[src/rtl/alu_issue_pkg.sv]
// rtl/alu_issue_pkg.sv - shared ALU op encoding, issue states and datapath widths
package alu_issue_pkg;

  localparam int XLEN    = 32;
  localparam int REG_AW  = 5;
  localparam int SHAMT_W = 5;

  // Encodings 7..15 are unassigned; the alu returns 0 for them.
  typedef enum logic [3:0] {
    ADD = 4'd0,
    SUB = 4'd1,
    AND = 4'd2,
    OR  = 4'd3,
    XOR = 4'd4,
    LSL = 4'd5,
    LSR = 4'd6
  } alu_op_t;

  typedef enum logic [1:0] {
    IDLE  = 2'd0,
    ISSUE = 2'd1,
    WB    = 2'd2
  } issue_state_t;

  // Logical shifts only look at the low SHAMT_W bits of operand2.
  function automatic logic is_shift(alu_op_t op);
    return (op == LSL) || (op == LSR);
  endfunction

endpackage

[src/rtl/alu_issue_regfile.sv]
// rtl/alu_issue_regfile.sv - NREGS x 32 register file, two read ports, debug port, one write port
module alu_issue_regfile
  import alu_issue_pkg::*;
#(
  parameter int NREGS = 32
) (
  input  logic              clk,
  input  logic              rst,
  input  logic [REG_AW-1:0] rs1_addr,
  output logic [XLEN-1:0]   rs1_data,
  input  logic [REG_AW-1:0] rs2_addr,
  output logic [XLEN-1:0]   rs2_data,
  input  logic [REG_AW-1:0] dbg_addr,
  output logic [XLEN-1:0]   dbg_data,
  input  logic              wr_en,
  input  logic [REG_AW-1:0] wr_addr,
  input  logic [XLEN-1:0]   wr_data
);

  localparam int AW = (NREGS > 1) ? $clog2(NREGS) : 1;

  logic [NREGS-1:0][XLEN-1:0] regs_q;
  logic [NREGS-1:0][XLEN-1:0] regs_d;

  // x0 and addresses beyond the implemented file are never stored
  function automatic logic addr_ok(logic [REG_AW-1:0] a);
    return (a != '0) && (int'(a) < NREGS);
  endfunction

  // Combinational read ports; x0 and out-of-range addresses read as zero
  always_comb begin
    rs1_data = '0;
    rs2_data = '0;
    dbg_data = '0;
    if (addr_ok(rs1_addr)) rs1_data = regs_q[rs1_addr[AW-1:0]];
    if (addr_ok(rs2_addr)) rs2_data = regs_q[rs2_addr[AW-1:0]];
    if (addr_ok(dbg_addr)) dbg_data = regs_q[dbg_addr[AW-1:0]];
  end

  // Next register contents: single write port with x0 suppression
  always_comb begin
    regs_d = regs_q;
    if (wr_en && addr_ok(wr_addr)) regs_d[wr_addr[AW-1:0]] = wr_data;
  end

  // Storage with synchronous clear
  always_ff @(posedge clk) begin
    if (rst) regs_q <= '0;
    else     regs_q <= regs_d;
  end

endmodule

[src/rtl/alu_issue.sv]
// rtl/alu_issue.sv - execute-stage sequencer feeding the alu and writing its result back
module alu_issue
  import alu_issue_pkg::*;
#(
  parameter int NREGS = 32
) (
  input  logic              clk,
  input  logic              rst,
  input  logic              in_valid,
  output logic              in_ready,
  input  alu_op_t           in_op,
  input  logic [REG_AW-1:0] in_rd,
  input  logic [REG_AW-1:0] in_rs1,
  input  logic [REG_AW-1:0] in_rs2,
  input  logic              in_use_imm,
  input  logic [XLEN-1:0]   in_imm,
  output logic              alu_ce,
  output alu_op_t           alu_op_sel,
  output logic [XLEN-1:0]   alu_operand1,
  output logic [XLEN-1:0]   alu_operand2,
  input  logic [XLEN-1:0]   alu_result,
  output logic              wb_valid,
  output logic [REG_AW-1:0] wb_rd,
  output logic [XLEN-1:0]   wb_data,
  input  logic [REG_AW-1:0] dbg_addr,
  output logic [XLEN-1:0]   dbg_data
);

  issue_state_t      state_q, state_d;
  alu_op_t           op_q, op_d;
  logic [REG_AW-1:0] rd_q, rd_d;
  logic [XLEN-1:0]   opnd1_q, opnd1_d;
  logic [XLEN-1:0]   opnd2_q, opnd2_d;

  logic              accept;
  logic [XLEN-1:0]   rf_rs1_data;
  logic [XLEN-1:0]   rf_rs2_data;
  logic [XLEN-1:0]   src1;
  logic [XLEN-1:0]   src2;
  logic              fwd_en;

  alu_issue_regfile #(
    .NREGS(NREGS)
  ) u_regfile (
    .clk     (clk),
    .rst     (rst),
    .rs1_addr(in_rs1),
    .rs1_data(rf_rs1_data),
    .rs2_addr(in_rs2),
    .rs2_data(rf_rs2_data),
    .dbg_addr(dbg_addr),
    .dbg_data(dbg_data),
    .wr_en   (wb_valid),
    .wr_addr (rd_q),
    .wr_data (alu_result)
  );

  // State register
  always_ff @(posedge clk) begin
    if (rst) state_q <= IDLE;
    else     state_q <= state_d;
  end

  // Next-state: accept in IDLE or WB, ISSUE always drains into WB
  always_comb begin
    state_d = state_q;
    case (state_q)
      IDLE:    if (accept) state_d = ISSUE;
      ISSUE:   state_d = WB;
      WB:      state_d = accept ? ISSUE : IDLE;
      default: state_d = IDLE;
    endcase
  end

  // State-decoded outputs; the alu only clocks during ISSUE so its result holds through WB
  always_comb begin
    in_ready     = (state_q == IDLE) || (state_q == WB);
    alu_ce       = (state_q == ISSUE);
    wb_valid     = (state_q == WB);
    wb_rd        = wb_valid ? rd_q : '0;
    wb_data      = alu_result;
    alu_op_sel   = op_q;
    alu_operand1 = opnd1_q;
    alu_operand2 = is_shift(op_q) ? {{(XLEN-SHAMT_W){1'b0}}, opnd2_q[SHAMT_W-1:0]} : opnd2_q;
  end

  // Operand capture, bypassing the retiring result when a source matches it
  always_comb begin
    accept  = in_valid && in_ready;
    fwd_en  = wb_valid && (rd_q != '0);
    src1    = (fwd_en && (in_rs1 == rd_q)) ? alu_result : rf_rs1_data;
    src2    = (fwd_en && (in_rs2 == rd_q)) ? alu_result : rf_rs2_data;
    op_d    = op_q;
    rd_d    = rd_q;
    opnd1_d = opnd1_q;
    opnd2_d = opnd2_q;
    if (accept) begin
      op_d    = in_op;
      rd_d    = in_rd;
      opnd1_d = src1;
      opnd2_d = in_use_imm ? in_imm : src2;
    end
  end

  // Captured instruction registers
  always_ff @(posedge clk) begin
    if (rst) begin
      op_q    <= ADD;
      rd_q    <= '0;
      opnd1_q <= '0;
      opnd2_q <= '0;
    end else begin
      op_q    <= op_d;
      rd_q    <= rd_d;
      opnd1_q <= opnd1_d;
      opnd2_q <= opnd2_d;
    end
  end

endmodule

[config.mk]
export PLATFORM = sky130hd
export DESIGN_NAME = alu_issue
export DESIGN_NICKNAME = d
export VERILOG_FILES = /design/src/rtl/alu_issue_pkg.sv /design/src/rtl/alu_issue_regfile.sv /design/src/rtl/alu_issue.sv
export SDC_FILE = /design/constraint.sdc
export NUM_CORES = 2
export LEC_CHECK = 0
export BUFFER_PORTS_ARGS = -buffer_cell sky130_fd_sc_hd__buf_2
export CAP_MARGIN = 15
export CORE_AREA = 2 2 401 403
export CTS_CLUSTER_SIZE = 40
export DETAILED_ROUTE_END_ITERATION = 6
export DIE_AREA = 0 0 403 405
export SETUP_SLACK_MARGIN = 0.15
export SLEW_MARGIN = 20
export SYNTH_ARGS = -nofsm -noshare
export SYNTH_HDL_FRONTEND = slang
export SYNTH_SLANG_ARGS = --single-unit
[constraint.sdc]
create_clock -name clk -period 3 [get_ports clk]
set_input_delay 0.15 -clock clk [delete_from_list [all_inputs] [get_ports clk]]
set_output_delay 0.15 -clock clk [all_outputs]
set_load 0.005 [all_outputs]
==> results.json <==
{
  "clockBufferDepth": 3,
  "routed_wl_mm": 278.2,
  "cellPowerDensity_nw_per_um2": 472.9,
  "fin_setup_tns_ns": 0,
  "relSlewSlack_pct": 29.59,
  "final_core_util_pct": 45.37,
  "worstSetupPathType": "flop to primary output",
  "tightest_slew_ns": 1.056,
  "maxSlewViolCount": 0,
  "antenna_found_initial": 17,
  "die-height_um": 405,
  "port_buffers": 231,
  "p_leak_nw": 23.96,
  "core-area_sq_um": 159300,
  "htreeDepth": 3,
  "hold_slack_ns": 0.03883,
  "yosys.area_share.xor_xnor_pct": 0.1526,
  "arrival_ns": 2.68,
  "vias": 59170,
  "ant_nets": 0,
  "ys_seq_elements": 1099,
  "synth-adder-area-share_pct": 0,
  "fillers": 14990,
  "finalCritPeriodShare_pct": 94.28,
  "startpoint_type": "flop",
  "start_util_pct": 39.65,
  "hold_viol_final": 0,
  "path_max_fanout": 4,
  "grt_pass1_wl_mm": 396.6,
  "drc": 1,
  "clk_latency_ns": 0.78,
  "finalSetupViolations": 0,
  "fmax_mhz": 353.5,
  "cts_tree": "done",
  "drt_iter0_markers": 9697,
  "pwr-share-clk_pct": 47.2,
  "fin_cells": 8989,
  "critPathRequiredTime_ns": 2.85,
  "grtUsageTotal_pct": 33.19,
  "cts-buffers-inserted": 118,
  "synth_compound_area_share_pct": 14.07,
  "status": "finished with violations",
  "cts.clk_slew.worst_paths_ns": 0.06,
  "postSynthCellCount": 6828,
  "root_buffer": "clkbuf_16",
  "period_minus_slack_ns": 2.828,
  "gp_congestion": 0.9663,
  "nNetsFinal": 6895,
  "synth_seq_area_share_pct": 34.84,
  "violations": "DRC",
  "grt_pass1_vias": 55654,
  "vias_per_cell": 6.582,
  "layout_common_cells": "2143 x nand2_1, 1098 x dfxtp_1, 1005 x a21oi_1, 776 x mux4_2, 252 x buf_4",
  "dp_cells": 8680,
  "synth_edf_count": 0,
  "p_comb_share_pct": 9.6,
  "synthMuxAreaShare_pct": 29.52,
  "cts.sinks": 1099,
  "internal_power_mw": 25.17,
  "rsz0062_at_grt": "yes",
  "rows": 147,
  "ios": 232,
  "die_width_um": 403,
  "synth_cell_types": 59,
  "swShare_pct": 26.33,
  "drive_gt1_share_pct": 24.26,
  "overflow": 0,
  "power_mw": 34.17,
  "final_common_cell": "nand2_1",
  "yosysWarningCount": 0,
  "hold_class": "input pin to flop",
  "p_switching_mw": 8.995,
  "worst_setup_path_end_kind": "primary output",
  "synthArstFlopShare_pct": 0,
  "pwr-share-seq_pct": 43.2,
  "fin_skew_ns": 0.04041,
  "place_hpwl_mm": 174.6,
  "area_delta_synth_final_pct": 14.43,
  "firstDrtPassIters": 7,
  "wl_per_cell_um": 30.94,
  "synth_top_family_by_area": "multiplexers",
  "synth-main-ff-cell": "dfxtp_1",
  "syn_nets": 6920,
  "die_area_sq_um": 163200,
  "synth-simple-area-share_pct": 15.42,
  "synth.avg_cell_area_sq_um": 9.248,
  "maxCapViolCount": 0,
  "ir_drop_uv": 522.8,
  "grt_max_degree": 173,
  "synthesis.area_sq_um": 63150
}
[power groups by stage]
stage	sequential, mW	combinational (mW)	clock (mW)
final	14.8	3.30	16.1
after global routing	14.8	3.38	16.7
after detailed placement	15.1	3.10	0
after CTS	14.8	3.20	16.1
after floorplan	15.0	1.91	0
after global placement	15.1	3.09	0
[cell type report]
cell class | count | area, sq um | share of cell area (%)
diodes | 2 | 5.005 | 0.006926
clock buffers | 152 | 3343 | 4.627
clock inverters | 66 | 877.1 | 1.214
inverters | 39 | 146.4 | 0.2026
multi-input cells | 4901 | 37790 | 52.29
flip-flops and latches | 1099 | 22000 | 30.45
well taps | 2086 | 2610 | 3.612
repair buffers | 644 | 5492 | 7.600
[flip-flops by register name, summed over array words and instances, names as in the netlist]
signal and flops:
u_regfile.regs_q 1024, rd_q 5, alu_operand1 32, alu_op_sel 4
opnd2_q 32, state_q 2
[synthesized netlist by cell type, types with 35 or more instances]
| library cell | count | area [sq um] |
|---|---|---|
| nand2_1 | 2175 | 8164 |
| mux2i_1 | 86 | 860.8 |
| dfxtp_1 | 1099 | 22000 |
| clkbuf_1 | 436 | 1637 |
| o22ai_1 | 66 | 412.9 |
| nor2b_1 | 40 | 250.2 |
| inv_1 | 39 | 146.4 |
| mux4_2 | 776 | 17480 |
| a22oi_1 | 240 | 1802 |
| a21oi_1 | 1007 | 5040 |
| nor2_1 | 158 | 593.1 |
| buf_4 | 77 | 578.1 |
| buf_2 | 208 | 1041 |
| buf_1 | 35 | 131.4 |
| and2_1 | 35 | 219.0 |
[path summary, 6_finish.rpt]
kind / cells past startpoint / end / from / slack (ns)
hold reg to reg: 2 / u_regfile.regs_q[1012] / u_regfile.regs_q[1012] / 0.48
hold / removal: 5 / opnd2_q[29] / in_rs2[4] / 0.04
setup reg to reg: 7 / opnd2_q[1] / rd_q[1] / 0.20
setup / recovery: 5 / dbg_data[4] / u_regfile.regs_q[996] / 0.17
[worst max-delay path: stages, from the launching register on]
cell and delay, ns:
dfxtp_1 0.34, mux4_2 0.48, mux4_2 0.51, nand2_1 0.22, o21ai_1 0.18, buf_2 0.17
[metal layers]
layer | share of wire [%] | track usage [%]
met5 | 0.049 | 0
met4 | 6.7 | 19.31
met3 | 15 | 11.25
met2 | 42 | 47.71
met1 | 36 | 43.34
[repair_timing]
item | in CTS | in global routing
setup buffers | 0 | 2
gates resized for setup | 1 | 2
hold endpoints to repair | 853 | 0
hold buffers | 87 | 0
pin swaps | 0 | 1
endpoints found under the setup margin | 1 | 3
[cell families (layout without fill, tap and decap cells)]
group | count (synthesis) | in the layout
other | 0 | 2
flip-flops | 1099 | 1099
multiplexers | 889 | 889
AO/OA/AOI/OAI | 1515 | 1515
buffers and inverters | 828 | 901
AND/OR/NAND/NOR | 2486 | 2486
XOR/XNOR | 11 | 11
[stage by stage]
| step | area (sq um) | setup slack [ns] |
|---|---|---|
| final | 72260 | 0.1715 |
| after global routing | 72260 | 0.1314 |
| after CTS | 72240 | 0.1653 |
| after detailed placement | 67140 | 0.3673 |
| after global placement | 67140 | 0.3706 |
| after floorplan | 63150 | 1.057 |
(Power assumes the default switching activity.)
